<file path="src/rtl/uart_pkg.sv">
`default_nettype none
// ============================================================================
//  Module      : uart_pkg
//  Description : Shared UART definitions for the transmit path (and the
//                matching receive path). Provides the parity mode and
//                transmitter state encodings, and the frame length helper.
//  Contents    : parity_e    - parity mode of a frame
//                tx_state_e  - transmitter FSM states
//                frame_clks  - clocks occupied by one complete frame
//  Revision    : 1.0 - initial release
// ============================================================================
package uart_pkg;

    typedef enum logic [1:0] {
        PAR_NONE = 2'd0,
        PAR_EVEN = 2'd1,
        PAR_ODD  = 2'd2
    } parity_e;

    typedef enum logic [2:0] {
        ST_IDLE   = 3'd0,
        ST_START  = 3'd1,
        ST_DATA   = 3'd2,
        ST_PARITY = 3'd3,
        ST_STOP   = 3'd4
    } tx_state_e;

    // Start bit + payload + optional parity bit + stop bits, each one bit time.
    function automatic int unsigned frame_clks(
        input int unsigned clks_per_bit,
        input int unsigned data_bits,
        input int unsigned parity_mode,
        input int unsigned stop_bits
    );
        return clks_per_bit * (1 + data_bits + ((parity_mode != 0) ? 1 : 0) + stop_bits);
    endfunction

endpackage
`default_nettype wire

</file>
<file path="src/rtl/sync_fifo.sv">
`default_nettype none
// ============================================================================
//  Module      : sync_fifo
//  Description : Single-clock first-word-fall-through FIFO. The head entry is
//                presented on dout whenever empty is low, so a consumer can
//                look at it and pop it in the same cycle.
//  Ports       : clk    in  system clock
//                rst    in  asynchronous active-high reset (flushes the FIFO)
//                push   in  store din at the clock edge (ignored while full)
//                pop    in  discard the head at the clock edge (ignored while
//                           empty)
//                din    in  WIDTH-bit write data
//                dout   out WIDTH-bit head entry, valid while !empty
//                full   out registered, DEPTH entries held
//                empty  out registered, no entries held
//                level  out registered entry count, 0..DEPTH
//  Revision    : 1.0 - initial release
// ============================================================================
module sync_fifo #(
    parameter int unsigned WIDTH = 8,
    parameter int unsigned DEPTH = 8
) (
    input  logic                     clk,
    input  logic                     rst,
    input  logic                     push,
    input  logic                     pop,
    input  logic [WIDTH-1:0]         din,
    output logic [WIDTH-1:0]         dout,
    output logic                     full,
    output logic                     empty,
    output logic [$clog2(DEPTH):0]   level
);

    localparam int unsigned C_PTR_W = $clog2(DEPTH);
    localparam int unsigned C_LVL_W = C_PTR_W + 1;

    if (DEPTH < 2 || (DEPTH & (DEPTH - 1)) != 0) begin : g_bad_depth
        $error("sync_fifo: DEPTH must be a power of two and at least 2");
    end

    logic [WIDTH-1:0]   r_mem [DEPTH];
    logic [C_PTR_W-1:0] r_wr_ptr;
    logic [C_PTR_W-1:0] r_rd_ptr;
    logic [C_LVL_W-1:0] r_level;
    logic               r_full;
    logic               r_empty;

    logic               w_do_push;
    logic               w_do_pop;
    logic [C_LVL_W-1:0] w_level_nxt;

    // A push while full is dropped even when a pop happens in the same cycle.
    assign w_do_push = push && !r_full;
    assign w_do_pop  = pop  && !r_empty;

    always_comb begin
        w_level_nxt = r_level;
        case ({w_do_push, w_do_pop})
            2'b10:   w_level_nxt = r_level + C_LVL_W'(1);
            2'b01:   w_level_nxt = r_level - C_LVL_W'(1);
            default: w_level_nxt = r_level;
        endcase
    end

    always_ff @(posedge clk or posedge rst) begin
        if (rst) begin
            r_wr_ptr <= '0;
            r_rd_ptr <= '0;
            r_level  <= '0;
            r_full   <= 1'b0;
            r_empty  <= 1'b1;
        end else begin
            if (w_do_push) begin
                r_wr_ptr <= r_wr_ptr + C_PTR_W'(1);
            end
            if (w_do_pop) begin
                r_rd_ptr <= r_rd_ptr + C_PTR_W'(1);
            end
            r_level <= w_level_nxt;
            r_full  <= (w_level_nxt == C_LVL_W'(DEPTH));
            r_empty <= (w_level_nxt == '0);
        end
    end

    // Storage needs no reset: an entry is only ever read after it was written.
    always_ff @(posedge clk) begin
        if (w_do_push) begin
            r_mem[r_wr_ptr] <= din;
        end
    end

    assign dout  = r_mem[r_rd_ptr];
    assign full  = r_full;
    assign empty = r_empty;
    assign level = r_level;

endmodule
`default_nettype wire

</file>
<file path="src/rtl/uart_tx_fifo.sv">
`default_nettype none
// ============================================================================
//  Module      : uart_tx_fifo
//  Description : Parametrised UART transmitter with an internal TX FIFO.
//                Frames are start bit, DATA_BITS payload bits (LSB first),
//                optional even/odd parity bit and STOP_BITS stop bits, each
//                bit lasting exactly CLKS_PER_BIT clocks. Queued entries are
//                sent back to back without an idle gap.
//  Ports       : clk      in  system clock
//                rst      in  asynchronous active-high reset
//                wr_en    in  push wr_data into the FIFO this cycle
//                wr_data  in  DATA_BITS payload
//                full     out FIFO full; writes are dropped while high
//                level    out number of queued entries
//                busy     out frame in flight or entries queued
//                tx       out registered serial line, idle high
//  Revision    : 1.0 - initial release
// ============================================================================
module uart_tx_fifo
    import uart_pkg::*;
#(
    parameter int unsigned CLKS_PER_BIT = 5200,
    parameter int unsigned DATA_BITS    = 8,
    parameter parity_e     PARITY       = PAR_NONE,
    parameter int unsigned STOP_BITS    = 1,
    parameter int unsigned FIFO_DEPTH   = 8
) (
    input  logic                          clk,
    input  logic                          rst,
    input  logic                          wr_en,
    input  logic [DATA_BITS-1:0]          wr_data,
    output logic                          full,
    output logic [$clog2(FIFO_DEPTH):0]   level,
    output logic                          busy,
    output logic                          tx
);

    localparam int unsigned C_CNT_W = $clog2(CLKS_PER_BIT);
    localparam int unsigned C_IDX_W = $clog2(DATA_BITS);
    localparam int unsigned C_LVL_W = $clog2(FIFO_DEPTH) + 1;

    localparam logic [C_CNT_W-1:0] C_CNT_LAST  = C_CNT_W'(CLKS_PER_BIT - 1);
    localparam logic [C_IDX_W-1:0] C_DATA_LAST = C_IDX_W'(DATA_BITS - 1);
    localparam logic [C_IDX_W-1:0] C_STOP_LAST = C_IDX_W'(STOP_BITS - 1);
    localparam bit                 C_HAS_PAR   = (PARITY != PAR_NONE);

    if (CLKS_PER_BIT < 2) begin : g_bad_clks_per_bit
        $error("uart_tx_fifo: CLKS_PER_BIT must be at least 2");
    end
    if (DATA_BITS < 5 || DATA_BITS > 9) begin : g_bad_data_bits
        $error("uart_tx_fifo: DATA_BITS must be within 5..9");
    end
    if (STOP_BITS != 1 && STOP_BITS != 2) begin : g_bad_stop_bits
        $error("uart_tx_fifo: STOP_BITS must be 1 or 2");
    end

    // ------------------------------------------------------------------------
    // FIFO
    // ------------------------------------------------------------------------
    logic                  w_pop;
    logic [DATA_BITS-1:0]  w_fifo_dout;
    logic                  w_fifo_full;
    logic                  w_fifo_empty;
    logic [C_LVL_W-1:0]    w_fifo_level;

    sync_fifo #(
        .WIDTH (DATA_BITS),
        .DEPTH (FIFO_DEPTH)
    ) u_fifo (
        .clk   (clk),
        .rst   (rst),
        .push  (wr_en),
        .pop   (w_pop),
        .din   (wr_data),
        .dout  (w_fifo_dout),
        .full  (w_fifo_full),
        .empty (w_fifo_empty),
        .level (w_fifo_level)
    );

    // ------------------------------------------------------------------------
    // Transmit FSM
    // ------------------------------------------------------------------------
    tx_state_e            r_state;
    tx_state_e            w_state_nxt;
    logic [C_CNT_W-1:0]   r_cnt;
    logic [C_CNT_W-1:0]   w_cnt_nxt;
    logic [C_IDX_W-1:0]   r_idx;
    logic [C_IDX_W-1:0]   w_idx_nxt;
    logic [DATA_BITS-1:0] r_shift;
    logic [DATA_BITS-1:0] w_shift_nxt;
    logic                 r_par;
    logic                 w_par_nxt;
    logic                 r_tx;
    logic                 w_tx_nxt;
    logic                 r_busy;
    logic                 w_bit_end;
    logic                 w_par_calc;

    // Parity is captured with the payload at pop time so the shift register
    // can be consumed destructively during the DATA state.
    assign w_par_calc = (PARITY == PAR_ODD) ? ~^w_fifo_dout : ^w_fifo_dout;
    assign w_bit_end  = (r_cnt == C_CNT_LAST);

    always_comb begin
        w_state_nxt = r_state;
        w_cnt_nxt   = r_cnt;
        w_idx_nxt   = r_idx;
        w_shift_nxt = r_shift;
        w_par_nxt   = r_par;
        w_pop       = 1'b0;
        w_tx_nxt    = 1'b1;

        // The bit-time counter runs in every active state and wraps at each
        // bit boundary, so every bit is exactly CLKS_PER_BIT clocks long.
        if (r_state != ST_IDLE) begin
            w_cnt_nxt = w_bit_end ? '0 : r_cnt + C_CNT_W'(1);
        end

        case (r_state)
            ST_IDLE: begin
                w_tx_nxt = 1'b1;
                if (!w_fifo_empty) begin
                    w_pop       = 1'b1;
                    w_shift_nxt = w_fifo_dout;
                    w_par_nxt   = w_par_calc;
                    w_cnt_nxt   = '0;
                    w_idx_nxt   = '0;
                    w_state_nxt = ST_START;
                end
            end
            ST_START: begin
                w_tx_nxt = 1'b0;
                if (w_bit_end) begin
                    w_idx_nxt   = '0;
                    w_state_nxt = ST_DATA;
                end
            end
            ST_DATA: begin
                w_tx_nxt = r_shift[0];
                if (w_bit_end) begin
                    w_shift_nxt = {1'b0, r_shift[DATA_BITS-1:1]};
                    if (r_idx == C_DATA_LAST) begin
                        w_idx_nxt   = '0;
                        w_state_nxt = C_HAS_PAR ? ST_PARITY : ST_STOP;
                    end else begin
                        w_idx_nxt = r_idx + C_IDX_W'(1);
                    end
                end
            end
            ST_PARITY: begin
                w_tx_nxt = r_par;
                if (w_bit_end) begin
                    w_idx_nxt   = '0;
                    w_state_nxt = ST_STOP;
                end
            end
            ST_STOP: begin
                w_tx_nxt = 1'b1;
                // The bit index counts stop bits here.
                if (w_bit_end) begin
                    if (r_idx == C_STOP_LAST) begin
                        w_idx_nxt = '0;
                        // Chain straight into the next start bit when more
                        // data is queued, leaving no idle gap on the line.
                        if (!w_fifo_empty) begin
                            w_pop       = 1'b1;
                            w_shift_nxt = w_fifo_dout;
                            w_par_nxt   = w_par_calc;
                            w_state_nxt = ST_START;
                        end else begin
                            w_state_nxt = ST_IDLE;
                        end
                    end else begin
                        w_idx_nxt = r_idx + C_IDX_W'(1);
                    end
                end
            end
            default: begin
                w_state_nxt = ST_IDLE;
                w_cnt_nxt   = '0;
                w_idx_nxt   = '0;
            end
        endcase
    end

    // tx and busy are registered from the current state, so both lag the
    // state register by one clock and stay aligned with each other.
    always_ff @(posedge clk or posedge rst) begin
        if (rst) begin
            r_state <= ST_IDLE;
            r_cnt   <= '0;
            r_idx   <= '0;
            r_shift <= '0;
            r_par   <= 1'b0;
            r_tx    <= 1'b1;
            r_busy  <= 1'b0;
        end else begin
            r_state <= w_state_nxt;
            r_cnt   <= w_cnt_nxt;
            r_idx   <= w_idx_nxt;
            r_shift <= w_shift_nxt;
            r_par   <= w_par_nxt;
            r_tx    <= w_tx_nxt;
            r_busy  <= (r_state != ST_IDLE) || (w_fifo_level != '0);
        end
    end

    assign tx    = r_tx;
    assign busy  = r_busy;
    assign full  = w_fifo_full;
    assign level = w_fifo_level;

endmodule
`default_nettype wire

</file>
<file path="config.mk">
export PLATFORM = sky130hd
export DESIGN_NAME = uart_tx_fifo
export DESIGN_NICKNAME = d
export VERILOG_FILES = /design/src/rtl/uart_pkg.sv /design/src/rtl/sync_fifo.sv /design/src/rtl/uart_tx_fifo.sv
export SDC_FILE = /design/constraint.sdc
export NUM_CORES = 1
export LEC_CHECK = 0
export BUFFER_PORTS_ARGS = -buffer_cell sky130_fd_sc_hd__buf_2
export CAP_MARGIN = 0
export CORE_MARGIN = 2
export CORE_UTILIZATION = 66
export DETAILED_ROUTE_END_ITERATION = 8
export GPL_TIMING_DRIVEN = 0
export MAX_ROUTING_LAYER = met4
export PLACE_DENSITY_LB_ADDON = 0.08
export SYNTH_ARGS = -nofsm -noshare
export SYNTH_HDL_FRONTEND = slang
export SYNTH_HIERARCHICAL = 1
export SYNTH_SLANG_ARGS = --single-unit
</file>
<file path="constraint.sdc">
create_clock -name clk -period 9.4 [get_ports clk]
set_input_delay 1.41 -clock clk [delete_from_list [all_inputs] [get_ports clk]]
set_output_delay 1.41 -clock clk [all_outputs]
set_load 0.1 [all_outputs]
</file>
# Word-level counts from Yosys, hierarchy flattened
# Memory sizes are Yosys's and may differ from the RTL's.
# Index checks and enable logic that the tools add are counted.
# Widths: inputs -> output; s select.
[word_totals]
register_bits = 42
ram_bits = 64
in_bits = 11
out_inout_bits = 7
wordCells = 92
mem_count = 1
[op_classes]
addsub = 6
eq_ne = 17
muxes = 37
n_reduce_logical = 19
[memory_table]
columns = ["memory", "words", "width", "read_ports", "rd_ports_with_merged_regs", "wr", "line", "rtl"]
rows = [
  ["u_fifo.r_mem", 8, 8, 1, 0, 1, "sync_fifo.sv:41", "logic [WIDTH-1:0] r_mem [DEPTH];"],
]
[ops]
columns = ["op", "count"]
rows = [
  ["$mux 13", 3],
  ["$mux 3", 13],
  ["$mux 8", 4],
  ["$pmux 13 s2", 1],
  ["$pmux 8 s3", 1],
  ["$pmux 3 s5", 1],
  ["$ne 2x2->1 const B", 7],
  ["$add 13x1->13 const B", 1],
  ["$eq 13x13->1 const B", 1],
  ["$pmux 3 s4", 1],
  ["$add 3x1->3 const B", 3],
  ["$mux 1", 9],
  ["$pmux 4 s2", 1],
  ["$reduce_and 4->1", 2],
  ["$reduce_xor 8->1", 1],
  ["$reduce_and 7->1", 1],
  ["$eq 3x2->1 const B", 2],
  ["$eq 3x3->1 const B", 2],
  ["$logic_not 3->1", 2],
  ["$reduce_bool 3->1", 2],
  ["$add 4x1->4 const B", 1],
  ["$eq 4x4->1 const B", 1],
  ["$logic_not 4->1", 1],
  ["$pmux 1 s2", 2],
  ["other kinds (14)", 16],
]

# Longest topological paths before layout
[logic_depth]
depth_word = 8
depth_mapped = 15
depth_no_buf = 15

# Hierarchy
# The synthesis kept the hierarchy.
[by_module_without_submodules]
columns = ["module", "instances", "cells_each", "area_per_inst_um2", "seq_area_each_um2"]
rows = [
  ["sync_fifo", 1, 165, 3146.8, 2223.4],
  ["uart_tx_fifo", 1, 176, 1690.4, 752.0],
]

# Least setup slack after synthesis
# Ideal clock, no wire load.
[synth_timing]
path_kind = "flip-flop to flip-flop"
startpoint = "register r_cnt[0]"
endpoint = "register u_fifo.r_empty (netlist: u_fifo/empty)"
setup_ns = 0.084
t_arrival_ns = 3.105
required_time_ns = 9.316
slack_ns = 6.211
stages_incl_launch_ff = 16
n_path_buf = 0
period_less_slack_ns = 3.189
cell_sequence = "dfrtp_1 > ha_1 > or4bb_1 > nor4_2 > nand2_1 > a21oi_1 > nand2b_4 > inv_1 > nand2_1 > xnor2_1 > ha_1 > a21oi_1 > a21boi_1 > nor3_1 > xor2_1 > nor3b_1"
[synth_via]
elab_chain_cells = 7
elab_cells_between_ends = 8
classes_between = "3 x eq/ne; 3 x mux; 2 x reduce/logical"
[synth_rtl]
columns = ["element", "line", "rtl"]
rows = [
  ["from (decl)", "uart_tx_fifo.sv:86", "logic [C_CNT_W-1:0] r_cnt;"],
  ["from (signal assigned)", "uart_tx_fifo.sv:200", "r_cnt <= w_cnt_nxt;"],
  ["$eq 13x13->1 (*)", "uart_tx_fifo.sv:103", "assign w_bit_end = (r_cnt == C_CNT_LAST);"],
  ["$mux 1 (*)", "uart_tx_fifo.sv:161", "if (w_bit_end) begin"],
  ["$pmux 1 s2 (*)", "uart_tx_fifo.sv:120", "case (r_state)"],
  ["net w_pop", "uart_tx_fifo.sv:60", "logic w_pop;"],
  ["$logic_and 1x1->1 (*)", "sync_fifo.sv:54", "assign w_do_pop = pop && !r_empty;"],
  ["$eq 2x1->1 or $eq 2x2->1 (tied branches)", "sync_fifo.sv:58", "case ({w_do_push, w_do_pop})"],
  ["$pmux 4 s2 (*)", "sync_fifo.sv:58", ""],
  ["net u_fifo.w_level_nxt[2]", "sync_fifo.sv:50", "logic [C_LVL_W-1:0] w_level_nxt;"],
  ["$logic_not 4->1 (*)", "sync_fifo.sv:81", "r_empty <= (w_level_nxt == '0);"],
  ["to (signal assigned)", "sync_fifo.sv:81", ""],
  ["to (decl)", "sync_fifo.sv:46", "logic r_empty;"],
]
# The timed path passes the listed nets; every way through them passes the cells marked *.
# A chain may end at the register's enable or synchronous reset.

# Worst setup path in the final report
# Same ends and word-level chain as after synthesis.

==> results.json <==
{
  "outcome": "finished clean",
  "finalNetCount": 388,
  "finalSetupViolCount": 0,
  "routedWlPerCell_um": 18.0,
  "cts_resized": 0,
  "grt_max_degree": 31,
  "cts_buffers": 9,
  "max_cap_viol_count": 0,
  "clock.fmax_mhz": 269,
  "yosysMostFrequentCell": "edfxtp_1",
  "postCtsHoldBufs": 0,
  "ys.flop_type": "edfxtp_1",
  "synth_cell_type_count": 56,
  "min_path_cells": 2,
  "drive_gt1_frac": 0.160,
  "ys_warn_count": 6,
  "dieArea_um2": 8030,
  "syn_avg_cell_area_um2": 14.2,
  "muxShareOfSynthArea": 0.129,
  "grt_usage": 0.240,
  "dr_wl_met2_mm": 4.44,
  "syn-cell-area_um2": 4840,
  "first_global_vias": 2792,
  "worstPathMaxFanout": 6,
  "yosysSeqAreaShare": 0.615,
  "r2r_cells": 15,
  "post_cts_buffers": 0,
  "ios": 18,
  "top_layer_used": "met4",
  "max_stage_delay_ns": 0.47,
  "wl_met3_um": 230,
  "timing_hold_violations_final": 0,
  "drc": 0,
  "min_period_ns": 3.71,
  "grt_setup_unrepaired": "no",
  "grt_pass1_wl_mm": 13.5,
  "cts_num_sinks": 106,
  "synthToLayoutAreaGrowth_pct": 8.82,
  "fin_skew_ns": 0.0180,
  "antenna_found_initial": 0,
  "power_density_nw_per_um2": 295,
  "worstSetupStartpointType": "flop",
  "syn-instance-count": 341,
  "slew_violations": 0,
  "cts_tree": "built",
  "hp-class": "reg2reg",
  "peakVddDrop_uv": 285,
  "synth_area_leaders": "edfxtp_1 40%, dfrtp_1 21%, mux4_1 8.7%",
  "n_fill_cell": 479,
  "viasPerCell": 5.90,
  "arrival_ns": 4.02,
  "syn_nets": 360,
  "yosys.area.top_type": "edfxtp_1",
  "io_buffers": 17,
  "synth_top_area_share": 0.397,
  "wl_met1_mm": 3.73,
  "dr.pass1.iters": 4,
  "cp_slowest_cell": "a21oi_1",
  "fin_crit_sh": 0.395,
  "timing.slew.headroom": 0.0755,
  "ys_ff_latch": 106,
  "synth-compound-area-share": 0.0535,
  "die_h_um": 89.6,
  "synth_common_cells": "64 x edfxtp_1, 40 x dfrtp_1, 33 x nand2_1",
  "vias": 2791,
  "start_util": 0.674,
  "synthSimpleGateAreaFrac": 0.111,
  "cp_cell_sequence": "ha_1 -> or4bb_1 -> nor4_2 -> nand2_1 -> a21oi_1 -> nand2b_4 -> inv_1 -> nand2_1 -> xnor2_1 -> ha_1 -> a21oi_1 -> a21boi_1 -> nor3_1 -> xor2_1 -> nor3b_1",
  "core-area_um2": 7180,
  "ant_nets": 0,
  "row_count": 31,
  "synthArstFlopShare": 0.396,
  "worstSetupEndpointType": "flop",
  "die_x_um": 89.6,
  "whs_ns": 0.497,
  "hpwl_mm": 5.83,
  "r2r_setup_slack_ns": 5.69,
  "finalWirelength_mm": 8.52,
  "dp_cells": 457,
  "routabilityCongestion": 0.815,
  "tightest_slew_ns": 1.38,
  "htree_levels": 3,
  "finalPower_uw": 1550,
  "final_cells": 473,
  "synth_top_family_by_area": "multiplexers",
  "overflow": 0,
  "dr.first_iter.drc_count": 178,
  "clkTransAtPathRegs_ns": 0.12,
  "root_buffer": "clkbuf_8",
  "synth-edff-count": 64,
  "synth-xor-area-share": 0.0453,
  "crit_type": "reg2reg",
  "clockBufferDepth": 2,
  "antenna_cells": 0,
  "required_ns": 9.70,
  "worstSkewPairLatency_ns": 0.38,
  "setup_tns_ns": 0,
  "p_leak_uw": 0.00200,
  "synth_fa_ha_area_frac": 0.0207
}
[critical path, delay by kind of cell, from the launching register on]
kind	cells	cell delay (ns)
adder cells (fa/ha/maj)	2	0.40
AO/OA/AOI/OAI	3	0.80
buffers and inverters	1	0.18
flip-flops	1	0.41
XOR/XNOR	2	0.31
AND/OR/NAND/NOR	7	1.53
[per-layer routing]
layer | track usage | up-vias
met4 | 0.0923 | 0
met1 | 0.301 | 1412
met2 | 0.395 | 36
li1 | - | 1331
met5 | - | -
met3 | 0.0411 | 12
[metrics by stage]
step / area (um2) / worst slack (ns) / utilization
2_1_floorplan: 4840 / 6.21 / -
3_3_place_gp: 5050 / 5.82 / 0.703
3_5_place_dp: 5050 / 5.76 / 0.703
4_1_cts: 5260 / 5.70 / 0.734
5_1_grt: 5260 / 5.28 / 0.734
6_report: 5260 / 5.69 / 0.734
[placed cells by master (no fill, tap or decap), drive strengths merged, types with 5 or more instances in the layout]
cell / netlist / final
nor3: 7 / 7
mux2i: 9 / 9
ha: 8 / 8
nor2b: 5 / 5
mux4: 16 / 16
edfxtp: 64 / 64
nand3: 7 / 7
xnor2: 16 / 16
inv: 11 / 16
o21ai: 14 / 14
dfrtp: 40 / 40
a21oi: 8 / 8
xor2: 9 / 9
nand2b: 8 / 8
nor2: 25 / 25
mux2: 10 / 10
clkbuf: 4 / 13
buf: 8 / 25
nand2: 33 / 33
[final cells by class]
type                    instances  area, um2  area share
inverters                      11       41.3     0.00784
flip-flops and latches        106       2980       0.565
repair buffers                 17       85.1      0.0162
well taps                      99        124      0.0235
multi-input cells             212       1740       0.330
clock buffers                   9        124      0.0235
plain buffers                  12       81.3      0.0155
clock inverters                 7       93.8      0.0178
[sequential cells by signal (all words and copies together), names as in the netlist, 3 cells and up]
name and cells:
u_fifo/r_mem 64, r_cnt 13, r_shift 8, u_fifo/level 4
r_idx 3, r_state 3, u_fifo/r_rd_ptr 3, u_fifo/r_wr_ptr 3
[cells by family after synthesis]
logic type | Yosys count
AND/OR/NAND/NOR | 105
XOR/XNOR | 25
AO/OA/AOI/OAI | 39
buffers and inverters | 23
adder cells (fa/ha/maj) | 8
flip-flops | 106
multiplexers | 35
[where the power goes]
| part | internal (uW) | switching [uW] |
|---|---|---|
| Sequential | 599 | 65.1 |
| Clock | 112 | 180 |
| Combinational | 256 | 343 |
| Total | 967 | 588 |
[worst paths after layout]
check,from,endpoint
worst max-delay path,r_cnt[0],u_fifo/empty
worst min register to register,r_shift[0],r_shift[0]
worst max register to register,r_cnt[0],u_fifo/empty
max in group asynchronous,rst,r_shift[0]
worst min-delay path,r_shift[0],r_shift[0]
min in group asynchronous,rst,u_fifo/level[3]
Note: power is estimated with default switching activity, not from simulation.
